## src/rtl/pci_txn_if.sv

```systemverilog
// PCI transaction sequencer bus bundle.
// Carries the shared PCI control lines, the device-side request inputs and
// the sequencer status outputs. The sequencer connects through the slave
// modport; the environment (device datapath / bus model) uses master.
//
// Handshake semantics: all PCI control lines are active-low. A data phase
// transfer completes on a rising clk edge where the sequencer is in DATA and
// irdy, trdy and devsel are all sampled low; data_valid reflects exactly that
// condition combinationally during the cycle before the edge. There is no
// back-pressure on the status outputs: they are registered and must be
// consumed on the cycle they are presented.
interface pci_txn_if #(
  parameter int CNT_W = 4
);
  logic             frame;
  logic             irdy;
  logic             trdy;
  logic             devsel;
  logic             stop;
  logic             req;
  logic             gnt;
  logic             rd_wr;
  logic [CNT_W-1:0] burst_len;

  logic [2:0]       state;
  logic             bus_is_mine;
  logic             data_valid;
  logic [CNT_W-1:0] xfer_count;
  logic             done;
  logic             target_stop;
  logic             master_abort;

  modport slave (
    input  frame, irdy, trdy, devsel, stop, req, gnt, rd_wr, burst_len,
    output state, bus_is_mine, data_valid, xfer_count, done, target_stop,
           master_abort
  );

  modport master (
    output frame, irdy, trdy, devsel, stop, req, gnt, rd_wr, burst_len,
    input  state, bus_is_mine, data_valid, xfer_count, done, target_stop,
           master_abort
  );
endinterface

```

## src/rtl/pci_txn_sequencer.sv

```systemverilog
// PCI bus-phase sequencer.
// Follows own (initiator) and snooped transactions through the address,
// turnaround, data and finish phases, counts completed data transfers and
// reports target stop and master abort (DEVSEL# timeout) terminations.
// Optional feature macro: LATENCY_TIMER_EN adds a latency timer that ends an
// own burst early once the grant has been removed and the timer has expired.
module pci_txn_sequencer #(
  parameter int MAX_BURST      = 8,
  parameter int TURN_CYCLES    = 1,
  parameter int DEVSEL_TIMEOUT = 5,
  parameter int LAT_CYCLES     = 16
) (
  input logic      clk,
  input logic      rst_n,
  pci_txn_if.slave bus
);

  localparam int CNT_W  = $clog2(MAX_BURST + 1);
  localparam int TURN_W = (TURN_CYCLES > 1) ? $clog2(TURN_CYCLES) : 1;
  localparam int TMO_W  = (DEVSEL_TIMEOUT > 1) ? $clog2(DEVSEL_TIMEOUT) : 1;

  localparam logic [TURN_W-1:0] TURN_LAST = TURN_W'(TURN_CYCLES - 1);
  localparam logic [TMO_W-1:0]  TMO_LAST  = TMO_W'(DEVSEL_TIMEOUT - 1);
  localparam logic [CNT_W-1:0]  CNT_MAX   = CNT_W'(MAX_BURST);

  typedef enum logic [2:0] {
    ST_IDLE    = 3'd0,
    ST_ADDRESS = 3'd1,
    ST_TURN    = 3'd2,
    ST_DATA    = 3'd3,
    ST_FINISH  = 3'd4,
    ST_ABORT   = 3'd5
  } state_t;

  state_t            state_q, state_d;
  logic              mine_q;
  logic              rd_q;
  logic [CNT_W-1:0]  blen_q;
  logic [CNT_W-1:0]  blen_clamped;
  logic [CNT_W-1:0]  cnt_q;
  logic [TURN_W-1:0] turn_q;
  logic [TMO_W-1:0]  tmo_q;
  logic              done_q;
  logic              tstop_q;
  logic              mabort_q;

  logic data_valid;
  logic start_own;
  logic start_snoop;
  logic stop_exit;
  logic last_beat;
  logic tmo_hit;

  assign data_valid = (state_q == ST_DATA) & ~bus.irdy & ~bus.trdy & ~bus.devsel;
  assign last_beat  = data_valid && mine_q &&
                      (({1'b0, cnt_q} + 1'b1) == {1'b0, blen_q});
  // tmo_q holds the number of preceding consecutive DATA cycles without devsel
  assign tmo_hit    = bus.devsel && (tmo_q == TMO_LAST);

`ifdef LATENCY_TIMER_EN
  localparam int LAT_W = $clog2(LAT_CYCLES + 1);

  logic [LAT_W-1:0] lat_q;
  logic             lat_exit;

  // Expiry is judged on the count this DATA cycle brings to zero, so a reload
  // of N lets N data cycles run; a transfer in flight is allowed to complete.
  always_comb begin
    lat_exit = (state_q == ST_DATA) && (lat_q <= LAT_W'(1)) && bus.gnt &&
               mine_q && (data_valid || bus.irdy);
  end

  // Latency timer: reload in ADDRESS, count down through the data phase
  always_ff @(posedge clk or negedge rst_n) begin
    if (!rst_n) begin
      lat_q <= '0;
    end else if (state_q == ST_ADDRESS) begin
      lat_q <= LAT_W'(LAT_CYCLES);
    end else if ((state_q == ST_DATA) && (lat_q != '0)) begin
      lat_q <= lat_q - 1'b1;
    end
  end
`else
  logic unused_lat_cfg;
  assign unused_lat_cfg = (LAT_CYCLES != 0);
`endif

  // Zero requests one data phase; oversize requests are cut to MAX_BURST
  always_comb begin
    blen_clamped = bus.burst_len;
    if (bus.burst_len == '0) begin
      blen_clamped = CNT_W'(1);
    end else if (int'(bus.burst_len) > MAX_BURST) begin
      blen_clamped = CNT_MAX;
    end
  end

  // Next-state decode and phase-exit qualifiers
  always_comb begin
    state_d     = state_q;
    start_own   = 1'b0;
    start_snoop = 1'b0;
    stop_exit   = 1'b0;
    case (state_q)
      ST_IDLE: begin
        if (!bus.req && !bus.gnt) begin
          state_d   = ST_ADDRESS;
          start_own = 1'b1;
        end else if (!bus.frame) begin
          state_d     = (bus.rd_wr && (TURN_CYCLES > 0)) ? ST_TURN : ST_DATA;
          start_snoop = 1'b1;
        end
      end
      ST_ADDRESS: begin
        state_d = (rd_q && (TURN_CYCLES > 0)) ? ST_TURN : ST_DATA;
      end
      ST_TURN: begin
        if (turn_q == TURN_LAST) begin
          state_d = ST_DATA;
        end
      end
      ST_DATA: begin
        if (!bus.stop) begin
          state_d   = ST_FINISH;
          stop_exit = 1'b1;
        end else if (tmo_hit) begin
          state_d = ST_ABORT;
`ifdef LATENCY_TIMER_EN
        end else if (lat_exit) begin
          state_d = ST_FINISH;
`endif
        end else if (last_beat) begin
          state_d = ST_FINISH;
        end else if (data_valid && bus.frame) begin
          state_d = ST_FINISH;
        end
      end
      ST_ABORT:  state_d = ST_FINISH;
      ST_FINISH: state_d = ST_IDLE;
      default:   state_d = ST_IDLE;
    endcase
  end

  // State register, transaction attributes and termination pulses
  always_ff @(posedge clk or negedge rst_n) begin
    if (!rst_n) begin
      state_q  <= ST_IDLE;
      mine_q   <= 1'b0;
      rd_q     <= 1'b0;
      blen_q   <= '0;
      done_q   <= 1'b0;
      tstop_q  <= 1'b0;
      mabort_q <= 1'b0;
    end else begin
      state_q  <= state_d;
      done_q   <= (state_d == ST_FINISH) && (state_q != ST_FINISH);
      tstop_q  <= stop_exit;
      mabort_q <= (state_d == ST_ABORT);
      if (start_own) begin
        mine_q <= 1'b1;
        rd_q   <= bus.rd_wr;
        blen_q <= blen_clamped;
      end else if (start_snoop) begin
        mine_q <= 1'b0;
        rd_q   <= bus.rd_wr;
      end else if (state_q == ST_FINISH) begin
        mine_q <= 1'b0;
      end
    end
  end

  // Phase counters: transfer count, turnaround length, devsel timeout
  always_ff @(posedge clk or negedge rst_n) begin
    if (!rst_n) begin
      cnt_q  <= '0;
      turn_q <= '0;
      tmo_q  <= '0;
    end else begin
      if (start_own || start_snoop || (state_q == ST_ADDRESS)) begin
        cnt_q <= '0;
      end else if (data_valid && (cnt_q != CNT_MAX)) begin
        cnt_q <= cnt_q + 1'b1;
      end

      if ((state_q == ST_TURN) && (state_d == ST_TURN)) begin
        turn_q <= turn_q + 1'b1;
      end else begin
        turn_q <= '0;
      end

      if ((state_q == ST_DATA) && (state_d == ST_DATA) && bus.devsel) begin
        tmo_q <= tmo_q + 1'b1;
      end else begin
        tmo_q <= '0;
      end
    end
  end

  assign bus.state        = state_q;
  assign bus.bus_is_mine  = mine_q;
  assign bus.data_valid   = data_valid;
  assign bus.xfer_count   = cnt_q;
  assign bus.done         = done_q;
  assign bus.target_stop  = tstop_q;
  assign bus.master_abort = mabort_q;

endmodule
```

## src/flat_wrapper.sv

```systemverilog
// flat-port wrapper written by rule: the top's interface ports become plain ports
module pci_txn_sequencer_flat 
#(
  parameter int MAX_BURST      = 8,
  parameter int TURN_CYCLES    = 1,
  parameter int DEVSEL_TIMEOUT = 5,
  parameter int LAT_CYCLES     = 16
)
  (clk, rst_n, bus_frame, bus_irdy, bus_trdy, bus_devsel, bus_stop, bus_req, bus_gnt, bus_rd_wr, bus_burst_len, bus_state, bus_bus_is_mine, bus_data_valid, bus_xfer_count, bus_done, bus_target_stop, bus_master_abort);
  pci_txn_if bus_i ();
  input logic clk;
  input logic rst_n;
  input wire logic [$bits(bus_i.frame)-1:0] bus_frame;
  input wire logic [$bits(bus_i.irdy)-1:0] bus_irdy;
  input wire logic [$bits(bus_i.trdy)-1:0] bus_trdy;
  input wire logic [$bits(bus_i.devsel)-1:0] bus_devsel;
  input wire logic [$bits(bus_i.stop)-1:0] bus_stop;
  input wire logic [$bits(bus_i.req)-1:0] bus_req;
  input wire logic [$bits(bus_i.gnt)-1:0] bus_gnt;
  input wire logic [$bits(bus_i.rd_wr)-1:0] bus_rd_wr;
  input wire logic [$bits(bus_i.burst_len)-1:0] bus_burst_len;
  output wire logic [$bits(bus_i.state)-1:0] bus_state;
  output wire logic [$bits(bus_i.bus_is_mine)-1:0] bus_bus_is_mine;
  output wire logic [$bits(bus_i.data_valid)-1:0] bus_data_valid;
  output wire logic [$bits(bus_i.xfer_count)-1:0] bus_xfer_count;
  output wire logic [$bits(bus_i.done)-1:0] bus_done;
  output wire logic [$bits(bus_i.target_stop)-1:0] bus_target_stop;
  output wire logic [$bits(bus_i.master_abort)-1:0] bus_master_abort;
  assign bus_i.frame = bus_frame;
  assign bus_i.irdy = bus_irdy;
  assign bus_i.trdy = bus_trdy;
  assign bus_i.devsel = bus_devsel;
  assign bus_i.stop = bus_stop;
  assign bus_i.req = bus_req;
  assign bus_i.gnt = bus_gnt;
  assign bus_i.rd_wr = bus_rd_wr;
  assign bus_i.burst_len = bus_burst_len;
  assign bus_state = bus_i.state;
  assign bus_bus_is_mine = bus_i.bus_is_mine;
  assign bus_data_valid = bus_i.data_valid;
  assign bus_xfer_count = bus_i.xfer_count;
  assign bus_done = bus_i.done;
  assign bus_target_stop = bus_i.target_stop;
  assign bus_master_abort = bus_i.master_abort;
  pci_txn_sequencer #(.MAX_BURST(MAX_BURST), .TURN_CYCLES(TURN_CYCLES), .DEVSEL_TIMEOUT(DEVSEL_TIMEOUT), .LAT_CYCLES(LAT_CYCLES)) u_core (.clk(clk), .rst_n(rst_n), .bus(bus_i));
endmodule
```

## config.mk

```make
export PLATFORM = sky130hd
export DESIGN_NAME = pci_txn_sequencer_flat
export DESIGN_NICKNAME = d
export VERILOG_FILES = /design/src/rtl/pci_txn_if.sv /design/src/rtl/pci_txn_sequencer.sv /design/src/flat_wrapper.sv
export SDC_FILE = /design/constraint.sdc
export NUM_CORES = 1
export LEC_CHECK = 0
export ABC_AREA = 1
export BUFFER_PORTS_ARGS = -buffer_cell sky130_fd_sc_hd__buf_2
export CORE_ASPECT_RATIO = 0.9
export CORE_MARGIN = 2
export CORE_UTILIZATION = 35
export DETAILED_ROUTE_END_ITERATION = 6
export GPL_TIMING_DRIVEN = 0
export SLEW_MARGIN = 10
export SYNTH_ARGS = -nofsm -noshare
export SYNTH_HDL_FRONTEND = slang
export SYNTH_SLANG_ARGS = --single-unit
```

## constraint.sdc

```tcl
create_clock -name clk -period 2.5 [get_ports clk]
set_clock_uncertainty 0.05 [all_clocks]
set_input_delay 0.375 -clock clk [delete_from_list [all_inputs] [get_ports clk]]
set_output_delay 0.375 -clock clk [all_outputs]
set_load 0.01 [all_outputs]
```

---- After elaboration in Yosys (flattened, before gate mapping) ----
Cells that the tools add are included.
word-level totals
  word-level logic and storage cells ...... 81
  flip-flop bits (word level) ............. 20
operators by class
  reduce and logical (&&, ||, !) cells .... 19
  muxes and demuxes ....................... 28
  add/subtract/negate cells ............... 4
  equal/unequal tests ..................... 13
  $lt $le $gt $ge ......................... 1
  bitwise operators ....................... 6
operator list
  operator             count
  $mux 3               8
  $mux 4               4
  $eq 3x3->1 const B   5
  $mux 1               15
  $pmux 3 s5           1
  $eq 3x2->1 const B   4
  $logic_and 1x1->1    10
  $add 4x1->5 const B  1
  $eq 5x4->1           1
  $add 4x1->4 const B  1
  $gt 4x4->1 const B   1
  $logic_not 4->1      1
  $ne 4x4->1 const B   1
  $reduce_bool 2->1    2
  $add 3x1->3 const B  1
  $and 1x1->1          3
  $eq 3x1->1 const B   1
  $logic_not 3->1      1
  $ne 3x3->1 const B   1
  $not 1->1            3
  $reduce_bool 3->1    1
  $logic_not 1->1      2
  $logic_or 1x1->1     2
  $add 1x1->1 const B  1

---- Logic depth before layout (Yosys ltp) ----
  depth in word-level cells ............... 14
  gate-level depth with buffers ........... 13

---- Least setup slack after synthesis ----
Ideal clock, no wire load.
  path kind ............................... flip-flop to flip-flop
  start ................................... register u_core.cnt_q[0], in the netlist u_core.bus.xfer_count[0]
  end ..................................... register u_core.mabort_q, in the netlist u_core.bus.master_abort
  setup slack ............................. 0.811 ns
  clock period less this slack ............ 1.689 ns
  library setup time ...................... 0.133 ns
  stages on the path, launching flop included .. 10
  data arrival time ....................... 1.505 ns
  path through ............................ dfrtp_1 inv_1 ha_1 inv_1 o211ai_1 nor2_1 nand3_2 nand2_1 a21oi_1 a21oi_1
between the ends
  word-level cells in the longest chain between the ends .. 8
ends and longest elaborated chain
  what                      line                      text
  start: declaration        pci_txn_sequencer.sv:40   logic [CNT_W-1:0] cnt_q;
  start signal: assignment  pci_txn_sequencer.sv:182  cnt_q <= cnt_q + 1'b1;
  $add 4x1->5               pci_txn_sequencer.sv:56   (({1'b0, cnt_q} + 1'b1) == {1'b0, blen_q});
  $eq 5x4->1                pci_txn_sequencer.sv:56
  $logic_and 1x1->1         pci_txn_sequencer.sv:55   assign last_beat = data_valid && mine_q &&
  $mux 3                    pci_txn_sequencer.sv:132  end else if (last_beat) begin
  $mux 3                    pci_txn_sequencer.sv:126  end else if (tmo_hit) begin
  $mux 3                    pci_txn_sequencer.sv:123  if (!bus.stop) begin
  $pmux 3 s5                pci_txn_sequencer.sv:104  case (state_q)
  $eq 3x3->1                pci_txn_sequencer.sv:158  mabort_q <= (state_d == ST_ABORT);
  end signal: assignment    pci_txn_sequencer.sv:158
  end: declaration          pci_txn_sequencer.sv:45   logic mabort_q;
No other way between the ends.
A chain may end at the register's enable or synchronous reset.

---- Worst setup path after layout ----
Same ends and word-level chain as after synthesis.

==> results by group <==
Run status
  • Status: complete, no violations

Clocking
  • Clock latency on the worst-skew pair: approximately 0.3 ns
  • CTS Buffer Depth: 2
  • Clk pin slew, worst setup/hold paths: between 0.1 and 0.15 ns
  • CTS resizes: 0
  • CTS Hold Bufs: 1
  • Root Driver: clkbuf_4
  • TritonCTS buffer count: 3
  • CTS H-Tree Depth: 1
  • Clock sinks: 20
  • # Post-CTS Setup Buffers: 0
  • CTS tree: built

Worst setup path
  • CP arrival: just under 2 ns
  • Worst Path Required: roughly 2.6 ns
  • Buf/Inv on CP: 2
  • CP Capture Type: flip-flop
  • Critical Path Max Stage Delay: between 0.4 and 0.5 ns
  • CP max FO: 7
  • Critical path origin: u_core.bus.xfer_count[0]
  • CP Launch Type: flip-flop
  • Critical path's top delay family: compound AO/OA/AOI/OAI gates
  • Cells along the critical path: inv_1 -> ha_1 -> inv_1 -> o211ai_1 -> nor2_1 -> nand3_2 -> nand2_1 -> a21oi_1 -> a21oi_1
  • Slowest-stage cell, CP: dfrtp_1
  • Reg-to-Reg Start: u_core.bus.xfer_count[0]
  • Worst setup path class: reg2reg

Synth
  • Synth top area cells: dfrtp_1, nand2_1, inv_1
  • Leading area contributor after synthesis: dfrtp_1
  • Flops & latches, synth: 20
  • Yosys Warn Count: 0
  • Post-Synthesis Cells: 139
  • Syn nets: 157
  • Register area share after synthesis: 46.03%
  • Post-synthesis cell type count: 21
  • Share of the synthesized area in the top cell type: between 40% and 50%
  • Synth Area per Inst: 7.822 um2
  • Post-synthesis cell area: between 1000 and 1500 um2

Pwr
  • PD cells: 949.0 nW/um2
  • Leakage: slightly below 0.7 nW
  • Tot Pwr: between 1 and 1.5 mW
  • Maximum VDD drop: approximately 0.0004 V

Layout
  • Share of post-route cells with drive strength above 1: approximately a quarter
  • Post-Layout Cell Count: roughly 210
  • Ant diodes: 0
  • Synthesis-to-finish area growth: 20.60%
  • Fillers: about 330
  • Final Net Count: around 190
  • Final instance area: between 1000 and 1500 um2

Placed design
  • Cells after DPL: 206
  • I/O Buffers: 25
  • Placement Cell Area: around 1300 um2
  • Detailed placement HPWL: 1773 um
  • Gpl congestion: a little under 0.8

Route
  • Routed vias/inst: approximately 4.7
  • Residual DRC count: 0
  • Pre-Repair DR Iteration Count: 4
  • Drt first-iter violations: 26
  • Vias: 983
  • Routed wire per std cell: about 10 um
  • Antenna-violating nets left: 0
  • Final wirelength: around 2200 um

STA
  • Minimum clock period: between 1.5 and 2 ns
  • Max Freq: ~0.54 GHz
  • Crit share post-route: 74.42%
  • RSZ-0062 raised after global routing: no
  • Final Hold Viols: 0
  • Slew Limit Fails: 0
  • # setup viols final: 0
  • Setup TNS: 0 ns

GRT
  • Global-route wire length before repair: between 3000 and 4000 um
  • Initial antenna violation count: 0
  • Grt ovf: 0
  • Vias in the first global route: roughly 920
  • GR Util All Layers: between 10% and 20%
  • Pin count of the biggest net entering global routing: 21

Worst hold path
  • HP Start: bus_stop
  • Tightest Hold Check Type: in2reg

Die
  • Core Region: around 3000 um2
  • Die Y: around 57 um
  • Initial Utilization: about 36%
  • Die area: 3569 um2
  • Die W: 62.75 um
  • Row count: 19
  • Total I/O pin count: 26

Run
  • Max-Cap Viols: 0
## cells in the final DEF, fill, tap and decap left out, types with 3 or more instances in the layout
cell type	count
nand2_2	4
nand4_1	5
a21oi_1	7
nand3_1	9
dfrtp_1	20
nand2_1	25
buf_2	25
nor2_1	18
o21ai_0	6
clkbuf_4	3
ha_1	4
inv_1	23
nor2_2	3
inv_2	3
## final timing paths
kind	cells after the start	to	slack [ns]
max	9	u_core.bus.master_abort	0.64
min in group asynchronous	2	u_core.bus.xfer_count[2]	0.49
max reg2reg	9	u_core.bus.master_abort	0.64
min	2	u_core.bus.target_stop	0.19
min reg2reg	1	u_core.tmo_q[0]	0.43
max in group asynchronous	2	u_core.turn_q	1.59
## Yosys cell counts
master,number
xnor2_1,1
inv_2,3
nand3_2,2
ha_1,4
o21ai_0,6
o211ai_1,1
nor2_4,1
nand2_1,25
mux2_2,1
o21ai_1,2
conb_1,1
inv_1,23
nand3_1,9
nand2_2,4
a21oi_1,7
o22ai_1,2
nor2_1,18
nor2_2,3
dfrtp_1,20
nand4_1,5
a211oi_1,1
## flip-flops by register name, indices dropped and copies added (netlist names)
| register | count |
|---|---|
| u_core.tmo_q | 3 |
| u_core.turn_q | 1 |
| u_core.bus.master_abort | 1 |
| u_core.bus.state | 3 |
| u_core.blen_q | 4 |
| u_core.bus.bus_is_mine | 1 |
| u_core.bus.target_stop | 1 |
| u_core.bus.xfer_count | 4 |
| u_core.bus.done | 1 |
| u_core.rd_q | 1 |
## routing by layer
| metal | up-vias | track usage (%) | part of all wire (%) |
|---|---|---|---|
| li1 | 503 | - | - |
| met1 | 451 | 18.50 | 46 |
| met2 | 25 | 22.73 | 47 |
| met3 | 4 | 3.006 | 5.6 |
| met4 | 0 | 5.714 | 0.95 |
| met5 | - | 0 | 0 |
## cells by family after synthesis
logic type | synth area share (%)
other cells | 0.3449
compound gates | 9.436
flops | 46.03
fa+ha+maj | 4.603
mux | 1.036
simple gates | 28.77
xor+xnor | 0.8057
buf+inv | 8.976
## power by group
part	switching, mW	leakage [nW]	internal (mW)
Clock	0.0963	0.0210	0.0889
Combinational	0.332	0.415	0.203
Sequential	0.0997	0.260	0.425
## metrics by stage
stage,hold slack (ns),setup WS [ns],util [%]
after floorplan,0.02941,0.8114,-
after global placement,0.3000,0.6724,41.90
after detailed placement,0.3067,0.6688,41.90
after CTS,0.1802,0.6359,43.43
after global routing,0.1835,0.4210,43.43
final,0.1906,0.6395,43.43
## layout make-up
| cell class | count | area (um2) | share of cell area, % |
|---|---|---|---|
| tap | 42 | 52.55 | 4.008 |
| sequential | 20 | 500.5 | 38.17 |
| inverter | 26 | 97.59 | 7.443 |
| timing repair buffer | 26 | 135.1 | 10.31 |
| clock buffer | 4 | 36.28 | 2.767 |
| multi-input combinational | 93 | 489.2 | 37.31 |
Power figures use the tool's default switching activity.
